**src/rtl/rf_wb_pkg.sv**
```systemverilog
// rtl/rf_wb_pkg.sv - shared constants and the queued write entry type for rf_writeback
package rf_wb_pkg;

  localparam int RF_DW       = 32;
  localparam int RF_AW       = 5;
  localparam int RF_LINK_REG = 31;

  typedef struct packed {
    logic [RF_AW-1:0] addr;
    logic [RF_DW-1:0] data;
  } wb_entry_t;

endpackage

```
**src/rtl/rf_writeback_if.sv**
```systemverilog
// rtl/rf_writeback_if.sv - pipeline <-> writeback controller bundle; bypass signals under RF_WB_BYPASS_EN
interface rf_writeback_if
  import rf_wb_pkg::*;
#(
  parameter int DW    = RF_DW,
  parameter int AW    = RF_AW,
  parameter int DEPTH = 4
);

  logic                     wb_valid;
  logic                     wb_ready;
  logic                     wb_regwrite;
  logic [AW-1:0]            wb_rd;
  logic                     wb_memtoreg;
  logic [DW-1:0]            wb_alu;
  logic [DW-1:0]            wb_load;
  logic                     jal;
  logic [DW-1:0]            jal_pc;
  logic                     rf_we;
  logic [AW-1:0]            rf_waddr;
  logic [DW-1:0]            rf_wdata;
  logic [$clog2(DEPTH):0]   pend_cnt;
`ifdef RF_WB_BYPASS_EN
  logic [AW-1:0]            rd_a1;
  logic [AW-1:0]            rd_a2;
  logic                     byp1_hit;
  logic                     byp2_hit;
  logic [DW-1:0]            byp1_data;
  logic [DW-1:0]            byp2_data;

  modport master (
    output wb_valid, wb_regwrite, wb_rd, wb_memtoreg, wb_alu, wb_load, jal, jal_pc, rd_a1, rd_a2,
    input  wb_ready, rf_we, rf_waddr, rf_wdata, pend_cnt, byp1_hit, byp2_hit, byp1_data, byp2_data
  );
  modport slave (
    input  wb_valid, wb_regwrite, wb_rd, wb_memtoreg, wb_alu, wb_load, jal, jal_pc, rd_a1, rd_a2,
    output wb_ready, rf_we, rf_waddr, rf_wdata, pend_cnt, byp1_hit, byp2_hit, byp1_data, byp2_data
  );
`else
  modport master (
    output wb_valid, wb_regwrite, wb_rd, wb_memtoreg, wb_alu, wb_load, jal, jal_pc,
    input  wb_ready, rf_we, rf_waddr, rf_wdata, pend_cnt
  );
  modport slave (
    input  wb_valid, wb_regwrite, wb_rd, wb_memtoreg, wb_alu, wb_load, jal, jal_pc,
    output wb_ready, rf_we, rf_waddr, rf_wdata, pend_cnt
  );
`endif

endinterface

```
**src/rtl/wb_fifo.sv**
```systemverilog
// rtl/wb_fifo.sv - circular write queue, two pushes and one pop per cycle
// RF_WB_BYPASS_EN: also exposes every entry in age order for bypass matching
module wb_fifo
  import rf_wb_pkg::*;
#(
  parameter  int DEPTH = 4,
  localparam int PW    = $clog2(DEPTH),
  localparam int CW    = PW + 1
) (
  input  logic            clk,
  input  logic            rst_n,
  input  logic            push0_i,
  input  wb_entry_t       push0_data_i,
  input  logic            push1_i,
  input  wb_entry_t       push1_data_i,
  input  logic            pop_i,
  output wb_entry_t       head_o,
  output logic [CW-1:0]   count_o
`ifdef RF_WB_BYPASS_EN
  ,
  output wb_entry_t       ord_o [DEPTH],
  output logic [DEPTH-1:0] ord_vld_o
`endif
);

  logic [PW-1:0] head_q, head_d;
  logic [PW-1:0] tail_q, tail_d;
  logic [CW-1:0] count_q, count_d;
  wb_entry_t     mem_q [DEPTH];

  // push1 is only ever asserted together with push0, so it always lands at tail+1
  assign head_d  = head_q + PW'(pop_i);
  assign tail_d  = tail_q + PW'(push0_i) + PW'(push1_i);
  assign count_d = count_q + CW'(push0_i) + CW'(push1_i) - CW'(pop_i);

  always_ff @(posedge clk or negedge rst_n) begin
    if (!rst_n) begin
      head_q  <= '0;
      tail_q  <= '0;
      count_q <= '0;
    end else begin
      head_q  <= head_d;
      tail_q  <= tail_d;
      count_q <= count_d;
    end
  end

  always_ff @(posedge clk) begin
    if (push0_i) mem_q[tail_q] <= push0_data_i;
    if (push1_i) mem_q[tail_q + PW'(1)] <= push1_data_i;
  end

  assign head_o  = mem_q[head_q];
  assign count_o = count_q;

`ifdef RF_WB_BYPASS_EN
  always_comb begin
    for (int i = 0; i < DEPTH; i++) begin
      ord_o[i]     = mem_q[head_q + PW'(i)];
      ord_vld_o[i] = (CW'(i) < count_q);
    end
  end
`endif

endmodule

```
**src/rtl/rf_writeback.sv**
```systemverilog
// rtl/rf_writeback.sv - merges MEM/WB result and jal link into one ordered register-file write port
// RF_WB_BYPASS_EN: adds decode-stage bypass of still-pending writes
module rf_writeback
  import rf_wb_pkg::*;
#(
  parameter int DW    = RF_DW,
  parameter int AW    = RF_AW,
  parameter int DEPTH = 4
) (
  input logic           clk,
  input logic           rst_n,
  rf_writeback_if.slave bus
);

  localparam int CW = $clog2(DEPTH) + 1;

  logic          ready;
  logic          res_en, link_en;
  wb_entry_t     res_e, link_e, new0_e, new1_e, head_e, out_e;
  wb_entry_t     push0_e, push1_e;
  logic          new0_v, new1_v, out_v, pop, push0, push1;
  logic [CW-1:0] count;

  logic          rf_we_q;
  logic [AW-1:0] rf_waddr_q;
  logic [DW-1:0] rf_wdata_q;

  // Two free slots are needed since a result and a link may both arrive
  assign ready   = (CW'(DEPTH) - count) >= CW'(2);
  assign res_en  = bus.wb_valid & ready & bus.wb_regwrite & (bus.wb_rd != '0);
  assign link_en = bus.jal & ready;
  assign res_e   = '{addr: bus.wb_rd, data: bus.wb_memtoreg ? bus.wb_load : bus.wb_alu};
  assign link_e  = '{addr: AW'(RF_LINK_REG), data: bus.jal_pc};

  always_comb begin
    new0_e  = res_en ? res_e : link_e;
    new0_v  = res_en | link_en;
    new1_e  = link_e;
    new1_v  = res_en & link_en;
    out_v   = 1'b0;
    out_e   = new0_e;
    pop     = 1'b0;
    push0   = 1'b0;
    push0_e = new0_e;
    push1   = 1'b0;
    push1_e = new1_e;
    if (count != '0) begin
      out_v   = 1'b1;
      out_e   = head_e;
      pop     = 1'b1;
      push0   = new0_v;
      push1   = new1_v;
    end else begin
      out_v   = new0_v;
      push0   = new1_v;
      push0_e = new1_e;
    end
  end

  always_ff @(posedge clk or negedge rst_n) begin
    if (!rst_n) begin
      rf_we_q    <= 1'b0;
      rf_waddr_q <= '0;
      rf_wdata_q <= '0;
    end else begin
      rf_we_q <= out_v;
      if (out_v) begin
        rf_waddr_q <= out_e.addr;
        rf_wdata_q <= out_e.data;
      end
    end
  end

  assign bus.wb_ready = ready;
  assign bus.rf_we    = rf_we_q;
  assign bus.rf_waddr = rf_waddr_q;
  assign bus.rf_wdata = rf_wdata_q;
  assign bus.pend_cnt = count;

`ifdef RF_WB_BYPASS_EN
  wb_entry_t        ord [DEPTH];
  logic [DEPTH-1:0] ord_vld;
  logic [AW-1:0]    rd_a [2];
  logic             hit  [2];
  logic [DW-1:0]    hdat [2];

  assign rd_a[0] = bus.rd_a1;
  assign rd_a[1] = bus.rd_a2;

  // Output register has lowest priority; later (newer) stored entries override older ones
  always_comb begin
    for (int p = 0; p < 2; p++) begin
      hit[p]  = 1'b0;
      hdat[p] = '0;
      if (rf_we_q && (rf_waddr_q == rd_a[p])) begin
        hit[p]  = 1'b1;
        hdat[p] = rf_wdata_q;
      end
      for (int i = 0; i < DEPTH; i++) begin
        if (ord_vld[i] && (ord[i].addr == rd_a[p])) begin
          hit[p]  = 1'b1;
          hdat[p] = ord[i].data;
        end
      end
      if (rd_a[p] == '0) begin
        hit[p]  = 1'b0;
        hdat[p] = '0;
      end
    end
  end

  assign bus.byp1_hit  = hit[0];
  assign bus.byp2_hit  = hit[1];
  assign bus.byp1_data = hdat[0];
  assign bus.byp2_data = hdat[1];
`endif

  wb_fifo #(.DEPTH(DEPTH)) u_fifo (
    .clk          (clk),
    .rst_n        (rst_n),
    .push0_i      (push0),
    .push0_data_i (push0_e),
    .push1_i      (push1),
    .push1_data_i (push1_e),
    .pop_i        (pop),
    .head_o       (head_e),
    .count_o      (count)
`ifdef RF_WB_BYPASS_EN
    ,
    .ord_o        (ord),
    .ord_vld_o    (ord_vld)
`endif
  );

endmodule

```
**src/flat_wrapper.sv**
```systemverilog
// flat-port wrapper written by rule: the top's interface ports become plain ports
module rf_writeback_flat import rf_wb_pkg::*;
#(
  parameter int DW    = RF_DW,
  parameter int AW    = RF_AW,
  parameter int DEPTH = 4
)
  (clk, rst_n, bus_wb_valid, bus_wb_regwrite, bus_wb_rd, bus_wb_memtoreg, bus_wb_alu, bus_wb_load, bus_jal, bus_jal_pc, bus_wb_ready, bus_rf_we, bus_rf_waddr, bus_rf_wdata, bus_pend_cnt);
  rf_writeback_if #(.DW(DW), .AW(AW), .DEPTH(DEPTH)) bus_i ();
  input logic clk;
  input logic rst_n;
  input wire logic [$bits(bus_i.wb_valid)-1:0] bus_wb_valid;
  input wire logic [$bits(bus_i.wb_regwrite)-1:0] bus_wb_regwrite;
  input wire logic [$bits(bus_i.wb_rd)-1:0] bus_wb_rd;
  input wire logic [$bits(bus_i.wb_memtoreg)-1:0] bus_wb_memtoreg;
  input wire logic [$bits(bus_i.wb_alu)-1:0] bus_wb_alu;
  input wire logic [$bits(bus_i.wb_load)-1:0] bus_wb_load;
  input wire logic [$bits(bus_i.jal)-1:0] bus_jal;
  input wire logic [$bits(bus_i.jal_pc)-1:0] bus_jal_pc;
  output wire logic [$bits(bus_i.wb_ready)-1:0] bus_wb_ready;
  output wire logic [$bits(bus_i.rf_we)-1:0] bus_rf_we;
  output wire logic [$bits(bus_i.rf_waddr)-1:0] bus_rf_waddr;
  output wire logic [$bits(bus_i.rf_wdata)-1:0] bus_rf_wdata;
  output wire logic [$bits(bus_i.pend_cnt)-1:0] bus_pend_cnt;
  assign bus_i.wb_valid = bus_wb_valid;
  assign bus_i.wb_regwrite = bus_wb_regwrite;
  assign bus_i.wb_rd = bus_wb_rd;
  assign bus_i.wb_memtoreg = bus_wb_memtoreg;
  assign bus_i.wb_alu = bus_wb_alu;
  assign bus_i.wb_load = bus_wb_load;
  assign bus_i.jal = bus_jal;
  assign bus_i.jal_pc = bus_jal_pc;
  assign bus_wb_ready = bus_i.wb_ready;
  assign bus_rf_we = bus_i.rf_we;
  assign bus_rf_waddr = bus_i.rf_waddr;
  assign bus_rf_wdata = bus_i.rf_wdata;
  assign bus_pend_cnt = bus_i.pend_cnt;
  rf_writeback #(.DW(DW), .AW(AW), .DEPTH(DEPTH)) u_core (.clk(clk), .rst_n(rst_n), .bus(bus_i));
endmodule
```
**config.mk**
```make
export PLATFORM = sky130hd
export DESIGN_NAME = rf_writeback_flat
export DESIGN_NICKNAME = d
export VERILOG_FILES = /design/src/rtl/rf_wb_pkg.sv /design/src/rtl/rf_writeback_if.sv /design/src/rtl/wb_fifo.sv /design/src/rtl/rf_writeback.sv /design/src/flat_wrapper.sv
export SDC_FILE = /design/constraint.sdc
export NUM_CORES = 1
export LEC_CHECK = 0
export BUFFER_PORTS_ARGS = -buffer_cell sky130_fd_sc_hd__buf_4
export CORE_MARGIN = 1.5
export CORE_UTILIZATION = 55
export CTS_BUF_LIST = sky130_fd_sc_hd__clkbuf_8
export DETAILED_ROUTE_END_ITERATION = 6
export GPL_ROUTABILITY_DRIVEN = 0
export HOLD_SLACK_MARGIN = 0.03
export PLACE_DENSITY = 0.77
export SYNTH_ARGS = -nofsm -noshare
export SYNTH_HDL_FRONTEND = slang
export SYNTH_SLANG_ARGS = --single-unit
```
**constraint.sdc**
```tcl
create_clock -name clk -period 14.7 [get_ports clk]
set_clock_uncertainty 0.2 [all_clocks]
set_input_delay 2.94 -clock clk [delete_from_list [all_inputs] [get_ports clk]]
set_output_delay 2.94 -clock clk [all_outputs]
set_load 0.1 [all_outputs]
```
==> out/metrics.csv <==
metric;value;unit
Rows;50;
Power, Total;2.86;mW
worst slew pin tran;1.25;ns
ant diodes;0;
dpl cell area;11900;um^2
Mapped Nets;1067;
PwrDens;231;nW/um^2
IO Pins;149;
commonest non-fill, non-tap cells in the layout;171 x buf_4, 146 x o21ai_0, 128 x edfxtp_1;
sequential area share after synthesis;50.2;%
most area-hungry cell type in the Yosys netlist;edfxtp_1;
Post-Place Cells;1294;
cts hold-fix bufs;0;
post-cts sizing count;0;
die height;142;um
CP required;11.56;ns
Die ar.;20300;um^2
Placement Setup Slack;8.65;ns
final hold slack;0.316;ns
clock slew at reported path FFs;0.09;ns
maximum VDD drop;0.271;mV
Worst setup SP type;register;
outcome;complete, but fails checks;
Vias/cell;6.78;
antenna violations before repair;0;
mux cell area share after synthesis;11.4;%
post-route ant nets;0;
share of the synthesized area in the top cell type;35.9;%
register area;5370;um^2
die width;142;um
H-tree depth;4;
layout cells sized above 1;27.6;%
largest net degree at the start of global routing;58;
top cells by area, synth;edfxtp_1 36%, dfrtp_1 11%, mux4_2 7.8%;
Hold Fails Final Rpt;0;
leak pwr;4.44;nW
drt total wl;32.2;mm
# port buffers;148;
YS warnings;0;
routed length per instance;24.3;um
Mapped Avg Cell Area;11.2;um^2
f_max;0.170;GHz
CTS tree;built;
Post-Synthesis Cells;953;
HPWL Detailed;18.4;mm
final core occ;65.5;%
CTS Buffer Depth;2;
Core ar.;18900;um^2
failing checks;DRC;
fin nets;1167;
Multi-input gate area;4800;um^2
post-CTS setup buffers;0;
vias;8996;
Arr. time, crit path;2.75;ns
Synth Flop Type;edfxtp_1;
slew margin rel.;16.7;%
maxcap violations;0;
Slew Viols, Final;0;
Synth Area in Simple Gates;7.43;%
post-synthesis adder-cell area fraction;1.03;%
clock latency on the worst-skew pair;0.48;ns
vias in the first global route;8807;
GRT Total Usage;32.6;%
grt total ovfl;0;
clock root cell;clkbuf_8;
Worst Hold Class;register to register;
Num CTS Buffers;17;
CP max FO;50;
kind of critical path;register to output pin;
Tcrit/Tclk final;40.0;%
Final WS setup;8.81;ns
Syn-to-layout area delta;15.7;%
Post-synth EDFFs;128;
Compound-Gate Fraction of Synth Area;23.6;%
Initial Util;56.6;%
register bit count reported by yosys;193;
ys async rst share;23.3;%
fin crit period;5.89;ns
Non-Filler Instances;1326;
filler instances;1447;
most common cell after layout, fill and taps aside;buf_4;
Synth Area in XOR/XNOR;0.328;%
First DRT Iteration DRCs;1179;
Fin Setup TNS;0;ns
# clock sinks;193;
combinational family with the most area after synthesis;compound AO/OA/AOI/OAI gates;
drt pass-1 iters;7;
global-route wire length before repair;49.3;mm
RSZ-0062 raised after global routing;no;
Netlist Area Pre-Place;10700;um^2
final instance area;12400;um^2
drt drc;2;
final count of negative-setup-slack endpoints;0;
crit path capture type;output pin;
synth unique cells;48;
[metal layers]
metal	vias up	global-route usage, %	part of all wire (%)
li1	3897	-	-
met1	4305	44.6	37
met2	714	50.6	48
met3	80	5.52	12
met4	0	16.5	3.0
met5	-	0	0
[flip-flops by register name, indices dropped and copies added (netlist names)]
name                   cells
u_core.u_fifo.mem_q      148
u_core.bus.rf_wdata       32
u_core.bus.rf_we           1
u_core.u_fifo.head_q       2
u_core.bus.rf_waddr        5
u_core.u_fifo.count_o      3
u_core.u_fifo.tail_q       2
[critical path: stages (launching register included)]
cell     delay (ns)
dfrtp_1        0.42
inv_1          0.10
ha_1           0.19
ha_2           0.31
nor3b_4        0.15
buf_4          0.65
inv_1          0.13
buf_4          0.27
[cells in the mapped netlist, drive strengths merged, types with 21 or more instances]
cell type	n
clkbuf	39
o21ai	165
edfxtp	128
mux4	37
a211oi	35
nand2	76
inv	42
o2bb2ai	32
nor4	21
mux2	32
nor2	24
nor3	40
a21oi	21
buf	51
a22oi	96
dfrtp	45
[cell type report]
type / instances / area share, %
flip-flops and latches: 193 / 43.4
multi-input cells: 627 / 38.8
repair buffers: 171 / 10.4
well taps: 260 / 2.63
clock buffers: 19 / 2.11
clock inverters: 13 / 1.37
inverters: 43 / 1.30
[power by group]
part / leakage (nW) / switching [mW] / internal (mW)
Clock: 0.235 / 0.186 / 0.193
Combinational: 2.28 / 1.07 / 0.439
Sequential: 1.92 / 0.127 / 0.837
Total: 4.44 / 1.39 / 1.47
[path summary, 6_finish.rpt]
path | start | to | slack, ns | depth (start not counted)
min in group asynchronous | rst_n | u_core.bus.rf_wdata[6] | 2.31 | 1
worst min-delay path | u_core.u_fifo.mem_q[3][33] | u_core.u_fifo.mem_q[3][33] | 0.32 | 2
worst min register to register | u_core.u_fifo.mem_q[3][33] | u_core.u_fifo.mem_q[3][33] | 0.32 | 2
worst max register to register | u_core.u_fifo.count_o[1] | u_core.u_fifo.mem_q[0][7] | 10.54 | 10
worst max-delay path | u_core.u_fifo.count_o[1] | bus_wb_ready | 8.81 | 7
max in group asynchronous | rst_n | u_core.u_fifo.head_q[1] | 11.47 | 1
[logic make-up after synthesis]
kind of cell | Yosys count
DFF | 193
AOI/OAI and AO/OA | 375
muxes | 72
and+or+nand+nor | 169
xor gates and xnor gates | 4
buffers and inverters | 133
adders and majority gates | 7
No activity file was read; power rests on OpenSTA's default activity.
